[src/rtl/ucaspian_pkg.sv]
// Shared types for the uCaspian step scheduler: host opcodes, response codes
// and scheduler states.
package ucaspian_pkg;

    typedef enum logic [1:0] {
        OP_NOP     = 2'd0,
        OP_RUN     = 2'd1,
        OP_CLR_ACT = 2'd2,
        OP_CLR_CFG = 2'd3
    } op_e;

    typedef enum logic [1:0] {
        RSP_OK      = 2'd0,
        RSP_TIMEOUT = 2'd1,
        RSP_HALT    = 2'd2
    } rsp_e;

    typedef enum logic [2:0] {
        ST_IDLE,
        ST_CLEAR,
        ST_PULSE,
        ST_SETTLE,
        ST_WAIT,
        ST_RESP
    } state_e;

endpackage

[src/rtl/ucaspian_done_timer.sv]
// Settle/timeout counter shared by the step and clear waits of the scheduler.
// Cleared by start, then counts every enabled cycle, saturating at TIMEOUT-1.
module ucaspian_done_timer #(
    parameter int unsigned SETTLE  = 2,
    parameter int unsigned TIMEOUT = 4096
) (
    input  logic clk,
    input  logic reset,
    input  logic start,
    input  logic count_en,
    input  logic all_done,
    output logic settled,
    output logic settle_end,
    output logic expired
);

    localparam int unsigned CW = $clog2(TIMEOUT + 1);

    logic [CW-1:0] cnt;

    always_ff @(posedge clk or posedge reset) begin
        if (reset) begin
            cnt <= '0;
        end else if (start) begin
            cnt <= '0;
        end else if (count_en && (cnt != CW'(TIMEOUT - 1))) begin
            cnt <= cnt + CW'(1);
        end
    end

    // settled: done inputs are trustworthy this cycle; settle_end: last masked cycle
    assign settled    = (cnt >= CW'(SETTLE));
    assign settle_end = (cnt == CW'(SETTLE - 1));
    assign expired    = (cnt == CW'(TIMEOUT - 1)) && !all_done;

endmodule

[src/rtl/ucaspian_step_sched.sv]
// Step/clear sequencer for the uCaspian core units: runs N timesteps or a
// clear, waits for all units' done, counts steps and returns one response.
module ucaspian_step_sched
    import ucaspian_pkg::*;
#(
    parameter int unsigned NUM_UNITS = 3,
    parameter int unsigned STEP_W    = 16,
    parameter int unsigned TIMEOUT   = 4096,
    parameter int unsigned SETTLE    = 2
) (
    input  logic                 clk,
    input  logic                 reset,
    input  logic [1:0]           cmd_op,
    input  logic [STEP_W-1:0]    cmd_steps,
    input  logic                 cmd_vld,
    output logic                 cmd_rdy,
    input  logic                 halt,
    output logic                 enable,
    output logic                 next_step,
    input  logic [NUM_UNITS-1:0] step_done_in,
    output logic                 clear_act,
    output logic                 clear_config,
    input  logic [NUM_UNITS-1:0] clear_done_in,
    output logic [STEP_W-1:0]    step_count,
    output logic                 busy,
    output logic                 rsp_vld,
    output logic [1:0]           rsp_code,
    input  logic                 rsp_rdy
);

    state_e            state, state_d;
    logic [STEP_W-1:0] steps_left, steps_left_d, step_count_d;
    logic              clr_cfg, clr_cfg_d;
    rsp_e              rsp_q, rsp_d;

    logic step_all_done, clear_all_done;
    logic timer_start, timer_count, timer_all_done;
    logic settled, settle_end, expired;

    assign step_all_done  = &step_done_in;
    assign clear_all_done = &clear_done_in;
    assign timer_all_done = (state == ST_CLEAR) ? clear_all_done : step_all_done;
    assign timer_start    = (state_d != state) && (state_d == ST_CLEAR || state_d == ST_SETTLE);
    assign timer_count    = (state == ST_CLEAR) || (state == ST_SETTLE) || (state == ST_WAIT);

    ucaspian_done_timer #(
        .SETTLE  (SETTLE),
        .TIMEOUT (TIMEOUT)
    ) u_timer (
        .clk        (clk),
        .reset      (reset),
        .start      (timer_start),
        .count_en   (timer_count),
        .all_done   (timer_all_done),
        .settled    (settled),
        .settle_end (settle_end),
        .expired    (expired)
    );

    always_comb begin
        state_d      = state;
        steps_left_d = steps_left;
        step_count_d = step_count;
        clr_cfg_d    = clr_cfg;
        rsp_d        = rsp_q;
        case (state)
            ST_IDLE: begin
                if (cmd_vld && cmd_rdy) begin
                    case (op_e'(cmd_op))
                        OP_RUN: begin
                            if (cmd_steps == '0) begin
                                rsp_d   = RSP_OK;
                                state_d = ST_RESP;
                            end else begin
                                steps_left_d = cmd_steps;
                                state_d      = ST_PULSE;
                            end
                        end
                        OP_CLR_ACT, OP_CLR_CFG: begin
                            clr_cfg_d = (op_e'(cmd_op) == OP_CLR_CFG);
                            state_d   = ST_CLEAR;
                        end
                        default: ;
                    endcase
                end
            end
            ST_CLEAR: begin
                if (settled && clear_all_done) begin
                    step_count_d = '0;
                    rsp_d        = RSP_OK;
                    state_d      = ST_RESP;
                end else if (expired) begin
                    rsp_d   = RSP_TIMEOUT;
                    state_d = ST_RESP;
                end
            end
            ST_PULSE: state_d = ST_SETTLE;
            ST_SETTLE: begin
                if (settle_end) begin
                    state_d = ST_WAIT;
                end else if (expired) begin
                    rsp_d   = RSP_TIMEOUT;
                    state_d = ST_RESP;
                end
            end
            ST_WAIT: begin
                // halt is only looked at when a step completes, and loses to the final step
                if (step_all_done) begin
                    step_count_d = step_count + STEP_W'(1);
                    steps_left_d = steps_left - STEP_W'(1);
                    if (steps_left == STEP_W'(1)) begin
                        rsp_d   = RSP_OK;
                        state_d = ST_RESP;
                    end else if (halt) begin
                        rsp_d   = RSP_HALT;
                        state_d = ST_RESP;
                    end else begin
                        state_d = ST_PULSE;
                    end
                end else if (expired) begin
                    rsp_d   = RSP_TIMEOUT;
                    state_d = ST_RESP;
                end
            end
            ST_RESP: begin
                if (rsp_rdy) state_d = ST_IDLE;
            end
            default: state_d = ST_IDLE;
        endcase
    end

    // Outputs are registered from the next state so they line up with the state register.
    always_ff @(posedge clk or posedge reset) begin
        if (reset) begin
            state        <= ST_IDLE;
            steps_left   <= '0;
            step_count   <= '0;
            clr_cfg      <= 1'b0;
            rsp_q        <= RSP_OK;
            cmd_rdy      <= 1'b1;
            busy         <= 1'b0;
            enable       <= 1'b0;
            next_step    <= 1'b0;
            clear_act    <= 1'b0;
            clear_config <= 1'b0;
            rsp_vld      <= 1'b0;
        end else begin
            state        <= state_d;
            steps_left   <= steps_left_d;
            step_count   <= step_count_d;
            clr_cfg      <= clr_cfg_d;
            rsp_q        <= rsp_d;
            cmd_rdy      <= (state_d == ST_IDLE);
            busy         <= (state_d != ST_IDLE);
            enable       <= (state_d == ST_PULSE) || (state_d == ST_SETTLE) || (state_d == ST_WAIT);
            next_step    <= (state_d == ST_PULSE);
            clear_act    <= (state_d == ST_CLEAR) && !clr_cfg_d;
            clear_config <= (state_d == ST_CLEAR) && clr_cfg_d;
            rsp_vld      <= (state_d == ST_RESP);
        end
    end

    assign rsp_code = rsp_q;

endmodule
[config.mk]
export PLATFORM = sky130hd
export DESIGN_NAME = ucaspian_step_sched
export DESIGN_NICKNAME = d
export VERILOG_FILES = /design/src/rtl/ucaspian_pkg.sv /design/src/rtl/ucaspian_done_timer.sv /design/src/rtl/ucaspian_step_sched.sv
export SDC_FILE = /design/constraint.sdc
export NUM_CORES = 1
export LEC_CHECK = 0
export ABC_AREA = 1
export CORE_MARGIN = 2
export CORE_UTILIZATION = 45
export DETAILED_ROUTE_END_ITERATION = 8
export GPL_TIMING_DRIVEN = 0
export MAX_ROUTING_LAYER = met4
export PLACE_DENSITY = 0.7
export SLEW_MARGIN = 15
export SYNTH_ARGS = -nofsm -noshare
export SYNTH_HDL_FRONTEND = slang
export SYNTH_SLANG_ARGS = --single-unit
[constraint.sdc]
create_clock -name clk -period 1.75 [get_ports clk]
set_input_delay 0.2625 -clock clk [delete_from_list [all_inputs] [get_ports clk]]
set_output_delay 0.2625 -clock clk [all_outputs]
set_load 0.05 [all_outputs]
==> impl_results.md <==
* Status: finished, violations left
* Failing checks: setup timing
* Syn-to-layout area delta at 41.3%
* Global route overflow at 0
* Synthesized Nets at 545
* Initial antenna violation count at 0
* Layout cells sized above 1 at about a quarter
* Hold/Removal Path Class: in -> async
* Fill count at 617
* Area of the mapped netlist at ~3600 sq um
* Synth Area in XOR/XNOR at about 5.8%
* Cell area after layout at a little over 5000 sq um
* # port buffers at between 50 and 60
* Clock sinks at 58
* Critical Path Sink Type: flop
* First-pass GRT wire length at 15800 um
* Number of synthesized flops with an enable pin at 0
* Number of remaining DRC errors at 0
* Worst setup path category: reg -> reg
* Worst-margin pin slew at 0.719 ns
* Via Count at 3780
* Initial DRC count at 239
* Layout Nets at 644
* CP startpoint kind: flop
* Cts-stage hold buffer count at 0
* Clock latency on the worst-skew pair at 0.34 ns
* HPWL Detailed at 6630 um
* Fraction of registers with async set/reset at 100%
* Dominant register cell in the synthesized netlist: dfrtp_1
* Synth Area in Compound Gates at 9.64%
* Detailed Route WL at 10200 um
* Number of global-route vias before repair at 3560
* LEAKAGE at 0.00244 uW
* Avg Cell Area, Syn at 7.05 sq um
* Post-synthesis cell count at 510
* Main combinational cell family by area after synthesis: simple AND/OR/NAND/NOR gates
* Diode count at 0
* Final period utilization at 105%
* Distinct cells, synth at 27
* Area share of fa/ha/maj cells after synthesis at ~2.1%
* Max_cap viols at 0
* Fin. max-slew vios at 0
* Post-synth top area cell: dfrtp_1
* Cell at the slowest stage of the critical path: dfrtp_2
* Multiplexer share of the synthesized area at 0%
* Final worst-path setup slack at -0.0923 ns
* Final hold slack at 0.396 ns
* CP dominant cell by count: nor2_2
* FMAX at between 0.5 and 0.6 GHz
* Max_slew headroom at approximately 52%
* Sequential share of the synthesized area at about two fifths
* Data arrival, critical path at 2.07 ns
* Wire length per cell at approximately 14 um
* Largest net degree at the start of global routing at 59
* Clock transition at the registers of the reported paths at about 0.07 ns
* IO Pins at 54
* Post-Place Worst Slack at -0.538 ns
* Root Buffer: clkbuf_8
* GRT Total Usage at 23.4%
* Clk_skew at 0.0109 ns
* Hold Vio Cnt, Final at 0
* Finish-stage setup viols at 22
* CTS buffer count at 9
* FP Rows at 32
* Worst path cell trace: inv_2 > nand3_4 > nand2_2 > o21ai_0 > nor2_2 > nor2_4 > nor2_2 > nand3_2 > nor2_4 > buf_6 > nor2_2
* Pwr Density at about 1500 nW/um^2
* Post-route ant nets at 0
* Core box area at 7730 sq um
* Synth cell count leaders: nand2_1, nor2_1, inv_1
* Dpl cell area at 4260 sq um
* GP Congestion at 0.941
* RSZ-0062 raised after global routing: yes
* Synth Area in Simple Gates at 34.1%
* Initial Util at 46.5%
* CTS max path bufs at 2
* Die area at 8720 sq um
* Final core utilization at 65.7%
* Critical Path RT at 1.98 ns
* H-tree Lvls at 3
* Via/cell ratio at 5.29
* Max FO, Critical Path at 5
* Die W at 93.4 um
* Seq cells post-synth at between 50 and 60
* Synthesis warning total at 0
* CP max stage delay at between 0.4 and 0.5 ns
* Dominant cell by count in the synthesized netlist: nand2_1
* Top cells by area, synth: dfrtp_1, nand2_1, nor2_1
* Min cycle time layout at around 1.8 ns
* Die Y at 93.4 um
* Final setup TNS at -1.32 ns
* Yosys top cell area share at 39.7%
* CTS tree: built
* Worst IR Drop VDD at 749 uV
* Drt pass-1 iters at 5
==> repair_timing <==
| item | in CTS | in global routing |
|---|---|---|
| gates cloned | 1 | 0 |
| setup buffers | 17 | 17 |
| pin swaps | 19 | 25 |
| resized for setup | 63 | 76 |
| setup endpoints to repair | 65 | 56 |
==> placed cells by master, fill, tap and decap left out, types with 2 or more instances in the layout <==
cell and n:
inv_1 51, nor4_1 2, dlygate4sd2_1 19, ha_1 4, a22oi_1 2, clkdlybuf4s50_1 29
nand2_1 95, nand3_1 25, nand3_2 7, xor2_1 20, o31ai_1 4, inv_2 10
nor2_4 13, o21ai_1 5, buf_4 33, dfrtp_2 4, or2_2 2, a21oi_2 3
dlymetal6s2s_1 5, clkbuf_1 5, a21oi_1 14, nand4_1 12, o21a_1 2, nand2_4 4
dfrtp_1 53, xnor2_1 3, o21ai_0 27, o211ai_1 3, clkbuf_8 12, buf_6 4
nor2_1 61, o22ai_1 3, nor3_1 10, inv_4 3, nor3_2 7, nor2_2 32
nand2_2 14
==> layer usage <==
layer  up-vias  global-route usage [%]  share of wire [%]  routed length, um
li1       1835                       -                  -                  -
met1      1784                    27.2                 40               4100
met2       130                    40.6                 53               5350
met3        31                    4.43                4.7                478
met4         0                    8.33                2.5                254
met5         -                       -                  0                  0
==> metrics by stage <==
stage / std cells / total power [uW]
CTS: 698 / 7210
finish: 715 / 7790
floorplan: 510 / 4550
detailed placement: 665 / 5480
global placement: 665 / 5410
global route: 715 / 8300
==> flip-flops by register name, summed over array words and instances (netlist names) <==
register      cells
step_count       16
rsp_code          2
enable            1
clr_cfg           1
rsp_vld           1
state             3
steps_left       16
clear_act         1
busy              1
next_step         1
cmd_rdy           1
clear_config      1
u_timer.cnt      13
==> logic make-up after synthesis <==
group | after synthesis
AND/OR/NAND/NOR | 286
flip-flops | 58
buffers and inverters | 73
XOR/XNOR | 24
AO/OA/AOI/OAI | 63
adder cells (fa/ha/maj) | 6
==> worst max-delay path, delay by kind of cell (launching register included) <==
family,cells,cell delay (ns)
simple gates,8,0.89
flops,1,0.45
buf+inv,2,0.29
compound gates,1,0.10
==> final timing paths <==
path,startpoint,endpoint,slack [ns],depth (start not counted)
setup reg to reg,state[1],u_timer.cnt[4],-0.09,11
min in group clk,steps_left[14],steps_left[14],0.51,2
hold reg to reg,steps_left[14],steps_left[14],0.51,2
max in group asynchronous,reset,state[2],0.84,2
setup / recovery,state[1],u_timer.cnt[4],-0.09,11
hold / removal,reset,steps_left[2],0.40,2
==> where the power goes <==
part / internal [uW] / total [uW] / switching, uW
combinational: 1580 / 4290 / 2710
sequential: 1780 / 2210 / 433
clock: 765 / 1290 / 529
==> area by class of cell <==
| class | count | area (sq um) | area share [%] |
|---|---|---|---|
| inverter | 65 | 255 | 5.03 |
| buffer | 8 | 48.8 | 0.961 |
| sequential | 58 | 1460 | 28.7 |
| timing repair buffer | 88 | 806 | 15.9 |
| clock inverter | 2 | 35.0 | 0.690 |
| multi-input combinational | 379 | 2180 | 42.9 |
| clock buffer | 13 | 169 | 3.33 |
| tap | 102 | 128 | 2.51 |
(Power assumes the default switching activity.)
